## config.mk

```make
export PLATFORM = sky130hd
export DESIGN_NAME = stack_game_ctrl
export DESIGN_NICKNAME = d
export VERILOG_FILES = /design/src/rtl/stack_game_ctrl.sv
export SDC_FILE = /design/constraint.sdc
export NUM_CORES = 1
export LEC_CHECK = 0
export BUFFER_PORTS_ARGS = -buffer_cell sky130_fd_sc_hd__clkbuf_2
export CORE_MARGIN = 2
export CORE_UTILIZATION = 48
export CTS_CLUSTER_SIZE = 25
export DETAILED_ROUTE_END_ITERATION = 16
export PLACE_DENSITY = 0.74
export RECOVER_POWER = 50
export SYNTH_ARGS = -nofsm -noshare
export SYNTH_HDL_FRONTEND = slang
export SYNTH_SLANG_ARGS = --single-unit
```

## constraint.sdc

```tcl
create_clock -name clk -period 1.7 [get_ports clk]
set_clock_uncertainty 0.2 [all_clocks]
set_input_delay 0.17 -clock clk [delete_from_list [all_inputs] [get_ports clk]]
set_output_delay 0.17 -clock clk [all_outputs]
set_load 0.02 [all_outputs]
```

## src/rtl/stack_game_ctrl.sv

```systemverilog
// Block-stacking game sequencer: play FSM, level-paced shift strobe, alignment judge.
// Define STACK_AUTOSPEED_EN to shrink the shift period per cleared level.
module stack_game_ctrl #(
  parameter int unsigned START_PERIOD = 200,
  parameter int unsigned PERIOD_STEP  = 20,
  parameter int unsigned MIN_PERIOD   = 40,
  parameter int unsigned NUM_LEVELS   = 8
) (
  input  logic       clk,
  input  logic       rstBtn,
  input  logic       tick,
  input  logic       stopPulse,
  input  logic [7:0] blockLoc,
  output logic       loadBlock,
  output logic [7:0] newBlock,
  output logic       shiftPulse,
  output logic [7:0] stackRow,
  output logic [3:0] level,
  output logic [7:0] period,
  output logic       winLED,
  output logic       loseLED
);

  // state | meaning
  // IDLE  | waiting for the first stop press
  // LOAD  | one cycle, shifter takes stackRow as the new block
  // RUN   | block moving, shift strobe every period ticks
  // CHECK | one cycle, judge captured block against stackRow
  // WIN   | all levels cleared, winLED on
  // LOSE  | no overlap, loseLED on
  typedef enum logic [2:0] {S_IDLE, S_LOAD, S_RUN, S_CHECK, S_WIN, S_LOSE} state_t;

  localparam logic [7:0] START_P = 8'(START_PERIOD);
  localparam logic [3:0] NUM_L   = 4'(NUM_LEVELS);

  if (START_PERIOD < 1 || START_PERIOD > 255 || MIN_PERIOD < 1 || MIN_PERIOD > 255 ||
      PERIOD_STEP > 255 || NUM_LEVELS < 1 || NUM_LEVELS > 15) begin : g_bad_params
    $error("stack_game_ctrl: parameter out of range");
  end

  state_t     state_q, state_d;
  logic [7:0] cnt_q, cnt_d;
  logic [7:0] cap_q, cap_d;
  logic [7:0] row_q, row_d;
  logic [3:0] level_q, level_d;
  logic [7:0] period_q, period_d;
  logic       load_q, load_d;
  logic       shift_q, shift_d;
  logic       win_q, win_d;
  logic       lose_q, lose_d;
  logic [7:0] overlap;

`ifdef STACK_AUTOSPEED_EN
  localparam logic [7:0] STEP_P = 8'(PERIOD_STEP);
  localparam logic [7:0] MIN_P  = 8'(MIN_PERIOD);
  logic [8:0] period_diff;
  logic [7:0] next_period;

  // Borrow out of the 9-bit difference flags the 8-bit underflow.
  always_comb begin
    period_diff = {1'b0, period_q} - {1'b0, STEP_P};
    next_period = period_diff[7:0];
    if (period_diff[8] || (period_diff[7:0] < MIN_P)) next_period = MIN_P;
  end
`endif

  always_comb begin
    state_d  = state_q;
    cnt_d    = cnt_q;
    cap_d    = cap_q;
    row_d    = row_q;
    level_d  = level_q;
    period_d = period_q;
    shift_d  = 1'b0;
    overlap  = cap_q & row_q;

    case (state_q)
      S_IDLE: begin
        if (stopPulse) state_d = S_LOAD;
      end
      S_LOAD: begin
        cnt_d   = '0;
        state_d = S_RUN;
      end
      S_RUN: begin
        // A stop in the same cycle as a tick swallows the tick.
        if (stopPulse) begin
          cap_d   = blockLoc;
          state_d = S_CHECK;
        end else if (tick) begin
          if (cnt_q == period_q - 8'd1) begin
            shift_d = 1'b1;
            cnt_d   = '0;
          end else begin
            cnt_d = cnt_q + 8'd1;
          end
        end
      end
      S_CHECK: begin
        if (overlap == 8'h00) begin
          state_d = S_LOSE;
        end else begin
          row_d   = overlap;
          level_d = level_q + 4'd1;
          if (level_q + 4'd1 == NUM_L) begin
            state_d = S_WIN;
          end else begin
`ifdef STACK_AUTOSPEED_EN
            period_d = next_period;
`endif
            state_d = S_LOAD;
          end
        end
      end
      S_WIN, S_LOSE: begin
        if (stopPulse) begin
          state_d  = S_IDLE;
          cnt_d    = '0;
          cap_d    = '0;
          row_d    = 8'hFF;
          level_d  = '0;
          period_d = START_P;
        end
      end
      default: state_d = S_IDLE;
    endcase

    load_d = (state_d == S_LOAD);
    win_d  = (state_d == S_WIN);
    lose_d = (state_d == S_LOSE);
  end

  always_ff @(posedge clk) begin
    if (rstBtn) begin
      state_q  <= S_IDLE;
      cnt_q    <= '0;
      cap_q    <= '0;
      row_q    <= 8'hFF;
      level_q  <= '0;
      period_q <= START_P;
      load_q   <= 1'b0;
      shift_q  <= 1'b0;
      win_q    <= 1'b0;
      lose_q   <= 1'b0;
    end else begin
      state_q  <= state_d;
      cnt_q    <= cnt_d;
      cap_q    <= cap_d;
      row_q    <= row_d;
      level_q  <= level_d;
      period_q <= period_d;
      load_q   <= load_d;
      shift_q  <= shift_d;
      win_q    <= win_d;
      lose_q   <= lose_d;
    end
  end

  assign loadBlock  = load_q;
  assign newBlock   = row_q;
  assign shiftPulse = shift_q;
  assign stackRow   = row_q;
  assign level      = level_q;
  assign period     = period_q;
  assign winLED     = win_q;
  assign loseLED    = lose_q;

endmodule

```

==> results of run 1 <==
==> per-layer routing <==
layer / part of all wire [%] / track usage (%) / vias to the layer above
li1: - / - / 877
met1: 43 / 25.2 / 826
met2: 50 / 36.6 / 57
met3: 5.4 / 6.47 / 7
met4: 1.2 / 7.03 / 0
met5: 0 / 0 / -
==> worst max-delay path by stage <==
stage | start | to | slack [ns] | cells past startpoint
final | state_q[0]$_SDFF_PP0_ | cnt_q[6]$_SDFFE_PP0P_ | -0.03 | 4
after global routing | state_q[0]$_SDFF_PP0_ | cnt_q[6]$_SDFFE_PP0P_ | -0.09 | 4
after CTS | state_q[0]$_SDFF_PP0_ | cnt_q[5]$_SDFFE_PP0P_ | -0.03 | 4
after detailed placement | state_q[1]$_SDFF_PP0_ | cnt_q[6]$_SDFFE_PP0P_ | -0.15 | 5
after global placement | state_q[1]$_SDFF_PP0_ | cnt_q[5]$_SDFFE_PP0P_ | -0.1 | 4
after floorplan | newBlock[2]$_SDFFE_PP1P_ | loadBlock$_SDFF_PP0_ | -0.00008 | 6
==> report_power, final <==
| group | internal, uW | switching (uW) |
|---|---|---|
| combinational | 173 | 192 |
| sequential | 837 | 27.6 |
| clock | 437 | 316 |
==> through the flow <==
stage                     hold slack, ns  instances  power, uW  util [%]  setup TNS [ns]
after floorplan                    0.119        216       1090         -      -0.0000820
after global placement             0.212        295       1170      57.8          -0.820
after detailed placement           0.218        295       1180      57.8           -1.65
after CTS                         0.0315        312       1960      64.0         -0.0572
after global routing              0.0564        317       2070      68.4          -0.431
final                             0.0248        317       1980      68.4         -0.0254
==> cells in the final DEF, fill, tap and decap left out, types with 6 or more instances in the layout <==
| cell type | count |
|---|---|
| nand2b_1 | 7 |
| buf_4 | 28 |
| clkbuf_2 | 15 |
| nand2_1 | 18 |
| dfxtp_2 | 12 |
| o32ai_2 | 8 |
| clkbuf_1 | 20 |
| nand3_1 | 11 |
| dfxtp_1 | 17 |
| dfxtp_4 | 6 |
| dlygate4sd3_1 | 9 |
| conb_1 | 8 |
| a21oi_1 | 22 |
==> critical path, cell delays in order, from the launching register on <==
cell and delay, ns:
dfxtp_4 0.38, nor4bb_4 0.34, nor3_4 0.10, or4b_1 0.50, a21oi_2 0.13
==> final cells by class <==
cell class              count  area, um^2  area share, %
well taps                  48        60.1           2.40
repair buffers             73         470           18.8
flip-flops and latches     35         738           29.5
multi-input cells         150        1110           44.4
clock inverters             3        43.8           1.75
clock buffers               5        68.8           2.75
inverters                   3        11.3          0.450
==> cells by family (layout without fill, tap and decap cells) <==
logic type                 count (synthesis)  in the layout  share of synthesized area, %
adders and majority gates                  2              2                          1.36
DFF                                       35             35                          38.2
other                                      2              8                         0.410
AOI/OAI and AO/OA                         62             62                          22.9
and+or+nand+nor                           77             77                          26.1
buffers and inverters                     31             84                          10.5
xor gates and xnor gates                   1              1                         0.478
==> timing repair <==
item,4_1_cts,5_1_grt
resized for setup,8,35
hold endpoints to repair,9,0
setup buffers,0,5
pin swaps,0,8
hold buffers,9,0
setup endpoints to repair,25,30
gates cloned,0,0
==> sequential cells by signal (all words and copies together), names as in the netlist <==
register / flops
cap_q: 8
cnt_q: 8
newBlock: 8
level: 4
state_q: 3
loadBlock: 1
loseLED: 1
shiftPulse: 1
winLED: 1
==> impl_metrics.tcl, run 1 <==
set metrics [dict create \
    yosysTopAreaCell "dfxtp_1" \
    drc 0 \
    syn_area_um2 1830 \
    min_path_cells 2 \
    wl_per_cell_um 14.0 \
    ys_seq_area_share_pct 38.2 \
    critical_path_class "flop to flop" \
    p_per_area_nw_per_um2 791 \
    ys_ff_latch 35 \
    gp_congestion 0.839 \
    syn_to_final_growth_pct 36.7 \
    root_buffer "clkbuf_8" \
    worstPathMaxFanout 8 \
    async_reset_ff_share_pct 0 \
    synthTopCellsByArea "dfxtp_1, buf_4, a21oi_1, o32ai_1, nand2_1" \
    avgViaCountPerCell 5.57 \
    final_hold_viol_count 0 \
    period_needed_ns 1.73 \
    hold_end "cap_q[1]$_SDFFE_PP0P_" \
    core.rowCount 22 \
    fin_ws_ns -0.0254 \
    synth_edf_count 0 \
    cts_buffers 5 \
    hold_path_class "input port to flop" \
    drtIter0Drc 123 \
    dr_total_vias 1767 \
    synth_top_cell_area_share_pct 38.2 \
    fill_cells 297 \
    postRouteAntennaNets 0 \
    clkSinkCount 35 \
    htreeDepth 2 \
    end_kind "flop" \
    r2r_slack_ns -0.03 \
    maxCapViolCount 0 \
    die-area_um2 4330 \
    r2r_cells 4 \
    fmax_ghz 0.580 \
    cts_tree "built" \
    antennaDiodeCount 0 \
    grt_pass1_wl_mm 7.03 \
    grt-ovfl-total 0 \
    holdCritStartpoint "rstBtn" \
    die_h_um 65.8 \
    reg2reg_from "state_q[0]$_SDFF_PP0_" \
    grt_pass1_vias 1590 \
    post-route-period-util_pct 101 \
    grt_usage_pct 21.3 \
    clk-insertion-delay-late_ns 0.29 \
    firstDrtPassIters 4 \
    finalMaxSlewViolations 0 \
    dp_hpwl_mm 2.94 \
    yosysMostFrequentCell "dfxtp_1" \
    clk_pin_slew_worst_paths_ns 0.08 \
    dpl_cell_area_um2 2120 \
    core_um2 3660 \
    grt_max_degree 16 \
    synth_ff_type "dfxtp_1" \
    drive_gt1_share_pct 37.2 \
    yosysWarnings 0 \
    pin_count 44 \
    timing.rr.end "cnt_q[6]$_SDFFE_PP0P_" \
    synth_commonest_cells "dfxtp_1, a21oi_1, nand2_1" \
    start_util_pct 50.1 \
    setup_violations 1 \
    ir_drop_mv 0.432 \
    rsz0062_at_grt "yes" \
    cp-start-kind "flop" \
    port_buffers 35 \
    synth_cells 210 \
    p_leak_uw 0.000899 \
    wl_mm 4.43 \
    die_w_um 65.8 \
    clockBufferDepth 2 \
    status "complete, but fails checks" \
    violations "negative setup slack" \
    synth.avg_cell_area_um2 8.73 \
    arrival_ns 1.75 \
    ys_types 49 \
    dp_slack_ns -0.150 \
    nets 282 \
    fin_area_um2 2500 \
    antenna_found_initial 0 \
    cp.required_ns 1.72 \
]
Note: power is estimated with default switching activity, not from simulation.
==> run 2, diff against run 1 <==
--- a/config.mk
+++ b/config.mk
@@ -6,11 +6,12 @@
 export NUM_CORES = 1
 export LEC_CHECK = 0
 export BUFFER_PORTS_ARGS = -buffer_cell sky130_fd_sc_hd__clkbuf_2
+export CORE_ASPECT_RATIO = 0.75
 export CORE_MARGIN = 2
 export CORE_UTILIZATION = 48
 export CTS_CLUSTER_SIZE = 25
 export DETAILED_ROUTE_END_ITERATION = 16
-export PLACE_DENSITY = 0.74
+export PLACE_DENSITY_LB_ADDON = 0.12
 export RECOVER_POWER = 50
 export SYNTH_ARGS = -nofsm -noshare
 export SYNTH_HDL_FRONTEND = slang
==> impl_metrics.tcl, run 2 (synthesis gave the netlist of run 1 again) <==
set metrics [dict create \
    clk-insertion-delay-late_ns 0.29 \
    setup_violations 2 \
    dpl_cell_area_um2 2140 \
    holdCritStartpoint "rstBtn" \
    maxCapViolCount 0 \
    r2r_cells 5 \
    antenna_found_initial 0 \
    final_common_cell "buf_4" \
    final_cell_mix "buf_4, a21oi_1, dfxtp_1" \
    cts_buffers 5 \
    timing.rr.end "cnt_q[5]$_SDFFE_PP0P_" \
    fin_ws_ns -0.0327 \
    clkSinkCount 35 \
    p_leak_uw 0.000892 \
    drc 0 \
    drtIter0Drc 151 \
    die-area_um2 4330 \
    core.rowCount 19 \
    syn_to_final_growth_pct 35.3 \
    report.power.total_uw 1910 \
    r2r_slack_ns -0.03 \
    die_h_um 57.5 \
    crit_path_start "state_q[0]$_SDFF_PP0_" \
    period_needed_ns 1.73 \
    net-switching-power_uw 540 \
    end_kind "flop" \
    min_path_cells 2 \
    p_seq_share_pct 45.4 \
    critical_path_class "flop to flop" \
    firstDrtPassIters 4 \
    die_w_um 75.4 \
    avgViaCountPerCell 5.63 \
    whs_ns -0.00273 \
    hold_end "cnt_q[2]$_SDFFE_PP0P_" \
    ir_drop_mv 0.435 \
    clk_pin_slew_worst_paths_ns 0.07 \
    p_comb_share_pct 17.9 \
    numPlacedInstances 302 \
    dp_slack_ns -0.107 \
    wl_per_cell_um 14.7 \
    core_um2 3660 \
    finalMaxSlewViolations 0 \
    rsz0062_at_grt "yes" \
    layout.cells.non_filler 322 \
    pin_count 44 \
    reg2reg_from "state_q[0]$_SDFF_PP0_" \
    nets 283 \
    arrival_ns 1.71 \
    fin_area_um2 2480 \
    dr_total_vias 1813 \
    cp-start-kind "flop" \
    power.clock.fraction_pct 36.7 \
    drive_gt1_share_pct 36.3 \
    fmax_ghz 0.577 \
    grt-ovfl-total 0 \
    port_buffers 35 \
    antennaDiodeCount 0 \
    hold_path_class "input port to flop" \
    root_buffer "clkbuf_8" \
    grt_pass1_wl_mm 7.37 \
    post-route-period-util_pct 102 \
    grt_max_degree 18 \
    dp_hpwl_mm 3.14 \
    switching_share_pct 28.2 \
    grt_usage_pct 22.2 \
    htreeDepth 2 \
    status "complete, but fails checks" \
    start_util_pct 50.1 \
    gp_congestion 0.937 \
    p_per_area_nw_per_um2 771 \
    cts_tree "built" \
    p_int_uw 1370 \
    worstPathMaxFanout 7 \
    clockBufferDepth 2 \
    wl_mm 4.74 \
    postRouteAntennaNets 0 \
    cp.required_ns 1.67 \
    final_hold_viol_count 1 \
    grt_pass1_vias 1647 \
    violations "negative hold slack, negative setup slack" \
]
run 2: worst max-delay path, cell delays in order, from the launching register on:
cell and delay (ns):
dfxtp_4 0.38, nor4bb_4 0.34, nor3_4 0.11, buf_4 0.16
o31ai_1 0.33, a21oi_2 0.09
run 2: worst max path at each step:
stage | to | slack, ns | cells past startpoint
6_report | cnt_q[5]$_SDFFE_PP0P_ | -0.03 | 5
5_1_grt | cnt_q[5]$_SDFFE_PP0P_ | -0.14 | 5
4_1_cts | cnt_q[5]$_SDFFE_PP0P_ | -0.02 | 4
3_5_place_dp | newBlock[3]$_SDFFE_PP1P_ | -0.11 | 4
3_3_place_gp | newBlock[4]$_SDFFE_PP1P_ | -0.06 | 4
2_1_floorplan | loadBlock$_SDFF_PP0_ | -0.00008 | 6
run 2: area by class of cell:
class                           count  area [um^2]
Inverter                            3         11.3
Clock inverter                      2         13.8
Multi-Input combinational cell    150         1090
Tap cell                           52         65.1
Fill cell                         307         1180
Clock buffer                        6         93.8
Sequential cell                    35          727
Timing Repair Buffer               74          483
run 2: per-stage QoR:
step | setup TNS (ns) | utilization, % | hold WS, ns
after floorplan | -0.0000820 | - | 0.119
after global placement | -0.539 | 58.5 | 0.217
after detailed placement | -1.42 | 58.5 | 0.218
after CTS | -0.0316 | 64.4 | 0.00181
after global routing | -0.804 | 67.7 | 0.0149
final | -0.0488 | 67.7 | -0.00273
run 2: routing by layer:
metal / track usage [%] / part of all wire [%]
met1: 30.4 / 47
met2: 33.3 / 45
met3: 5.12 / 6.0
met4: 9.52 / 2.0
met5: 0 / 0
run 2: what timing repair did:
item,4_1_cts,5_1_grt
endpoints found under the setup margin,22,25
gates resized for setup,7,27
buffers inserted,0,3
cloned,0,0
pin swaps,1,9
hold buffers,9,0
hold endpoints to repair,9,0
run 2: power groups by stage:
stage          sequential, uW  clock (uW)  combinational (uW)
2_1_floorplan             878           0                 208
3_3_place_gp              882           0                 287
3_5_place_dp              884           0                 288
4_1_cts                   865         706                 310
5_1_grt                   871         749                 369
6_report                  868         701                 342
==> run 3, diff against run 2 <==
--- a/config.mk
+++ b/config.mk
@@ -8,7 +8,7 @@
 export BUFFER_PORTS_ARGS = -buffer_cell sky130_fd_sc_hd__clkbuf_2
 export CORE_ASPECT_RATIO = 0.75
 export CORE_MARGIN = 2
-export CORE_UTILIZATION = 48
+export CORE_UTILIZATION = 45
 export CTS_CLUSTER_SIZE = 25
 export DETAILED_ROUTE_END_ITERATION = 16
 export PLACE_DENSITY_LB_ADDON = 0.12
==> impl_metrics.tcl, run 3 (synthesis gave the netlist of run 1 again) <==
set metrics [dict create \
    nets 286 \
    p_int_uw 1290 \
    antennaDiodeCount 0 \
    gp_congestion 0.892 \
    cp.required_ns 1.72 \
    setup_violations 0 \
    core.rowCount 20 \
    whs_ns 0.0324 \
    syn_to_final_growth_pct 33.9 \
    r2r_cells 4 \
    clk_pin_slew_worst_paths_ns 0.07 \
    cp_slowest_cell "or4_1" \
    p_comb_share_pct 19.3 \
    power.clock.fraction_pct 32.9 \
    hold_path_class "input port to flop" \
    postRouteAntennaNets 0 \
    rsz0062_at_grt "yes" \
    port_buffers 35 \
    critical_path_class "flop to flop" \
    reg2reg_from "state_q[0]$_SDFF_PP0_" \
    fmax_ghz 0.591 \
    holdCritStartpoint "rstBtn" \
    end_kind "flop" \
    r2r_slack_ns 0.009 \
    hold_end "state_q[0]$_SDFF_PP0_" \
    htreeDepth 2 \
    wl_mm 4.59 \
    min_path_cells 2 \
    final_cell_mix "clkbuf_2, buf_4, a21oi_1" \
    maxCapViolCount 0 \
    clkSinkCount 35 \
    clockBufferDepth 2 \
    status "complete, no violations" \
    grt_pass1_wl_mm 7.20 \
    root_buffer "clkbuf_8" \
    cp-start-kind "flop" \
    clk-insertion-delay-late_ns 0.29 \
    switching_share_pct 28.8 \
    die_w_um 77.7 \
    path_cells "nor4bb_4 > nor3_2 > or4_1 > a21oi_1" \
    dr_total_vias 1784 \
    fill_cells 353 \
    dpl_cell_area_um2 2170 \
    core_um2 3980 \
    p_seq_share_pct 47.8 \
    grt_max_degree 18 \
    dp_slack_ns -0.0725 \
    final_common_cell "clkbuf_2" \
    start_util_pct 46.1 \
    worstPathMaxFanout 6 \
    finalMaxSlewViolations 0 \
    p_leak_uw 0.000936 \
    drtIter0Drc 74 \
    dp_hpwl_mm 3.20 \
    cpPeakStageDelay_ns 0.51 \
    p_per_area_nw_per_um2 736 \
    fin_area_um2 2450 \
    final_hold_viol_count 0 \
    avgViaCountPerCell 5.44 \
    cts_buffers 5 \
    grt-ovfl-total 0 \
    post-route-period-util_pct 99.4 \
    arrival_ns 1.71 \
    die_h_um 59.3 \
    fin_ws_ns 0.00938 \
    ir_drop_mv 0.425 \
    firstDrtPassIters 4 \
    antenna_found_initial 0 \
    wl_per_cell_um 14.0 \
    grt_usage_pct 20.4 \
    die-area_um2 4600 \
    net-switching-power_uw 520 \
    drive_gt1_share_pct 41.4 \
    grt_pass1_vias 1478 \
    period_needed_ns 1.69 \
    timing.rr.end "cnt_q[5]$_SDFFE_PP0P_" \
    cts_tree "built" \
    pin_count 44 \
    drc 0 \
]
[run 3: power by group through the flow]
| stage | Sequential, uW | Combinational (uW) | Clock (uW) |
|---|---|---|---|
| finish | 863 | 349 | 594 |
| detailed placement | 882 | 297 | 0 |
| global route | 867 | 377 | 649 |
| global placement | 881 | 298 | 0 |
| CTS | 863 | 317 | 613 |
| floorplan | 878 | 208 | 0 |
[run 3: worst max path at each step]
stage | startpoint | end | slack [ns] | cells after the start
finish | state_q[0]$_SDFF_PP0_ | cnt_q[5]$_SDFFE_PP0P_ | 0.009 | 4
CTS | state_q[2]$_SDFF_PP0_ | cnt_q[0]$_SDFFE_PP0P_ | -0.004 | 5
global placement | state_q[1]$_SDFF_PP0_ | cnt_q[7]$_SDFFE_PP0P_ | -0.06 | 5
global route | cnt_q[0]$_SDFFE_PP0P_ | cnt_q[6]$_SDFFE_PP0P_ | -0.09 | 5
detailed placement | state_q[1]$_SDFF_PP0_ | cap_q[5]$_SDFFE_PP0P_ | -0.07 | 5
floorplan | newBlock[2]$_SDFFE_PP1P_ | loadBlock$_SDFF_PP0_ | -0.00008 | 6
[run 3: area by class of cell]
type | count | area, um^2 | share of cell area, %
multi-input cells | 150 | 1040 | 42.4
flip-flops and latches | 35 | 726 | 29.6
repair buffers | 77 | 523 | 21.3
clock buffers | 6 | 72.6 | 2.96
well taps | 55 | 68.8 | 2.80
clock inverters | 2 | 12.5 | 0.510
inverters | 3 | 11.3 | 0.459
[run 3: per-layer routing]
metal / global-route usage (%) / part of all wire (%) / up-vias
li1: - / - / 876
met1: 29.7 / 49 / 832
met2: 28.9 / 42 / 73
met3: 5.49 / 8.4 / 3
met4: 7.65 / 0.37 / 0
met5: 0 / 0 / -
[run 3: what timing repair did]
item,4_1_cts,5_1_grt
setup endpoints to repair,19,27
hold buffers,9,0
buffers inserted,0,3
cloned,0,0
gates resized for setup,4,22
endpoints found under the hold margin,9,0
pin swaps,2,4
[run 3: per-stage QoR]
step | TNS, ns | utilization, % | total power (uW) | cells
6_report | 0 | 61.7 | 1810 | 328
5_1_grt | -0.205 | 61.7 | 1890 | 328
4_1_cts | -0.00417 | 59.2 | 1790 | 325
3_5_place_dp | -1.10 | 54.5 | 1180 | 308
3_3_place_gp | -0.581 | 54.5 | 1180 | 308
2_1_floorplan | -0.0000820 | - | 1090 | 216
[run 3: critical path: cells and delay by family (launching register included)]
kind / cells / cell delay, ns
flops: 1 / 0.37
compound gates: 1 / 0.13
simple gates: 3 / 0.92
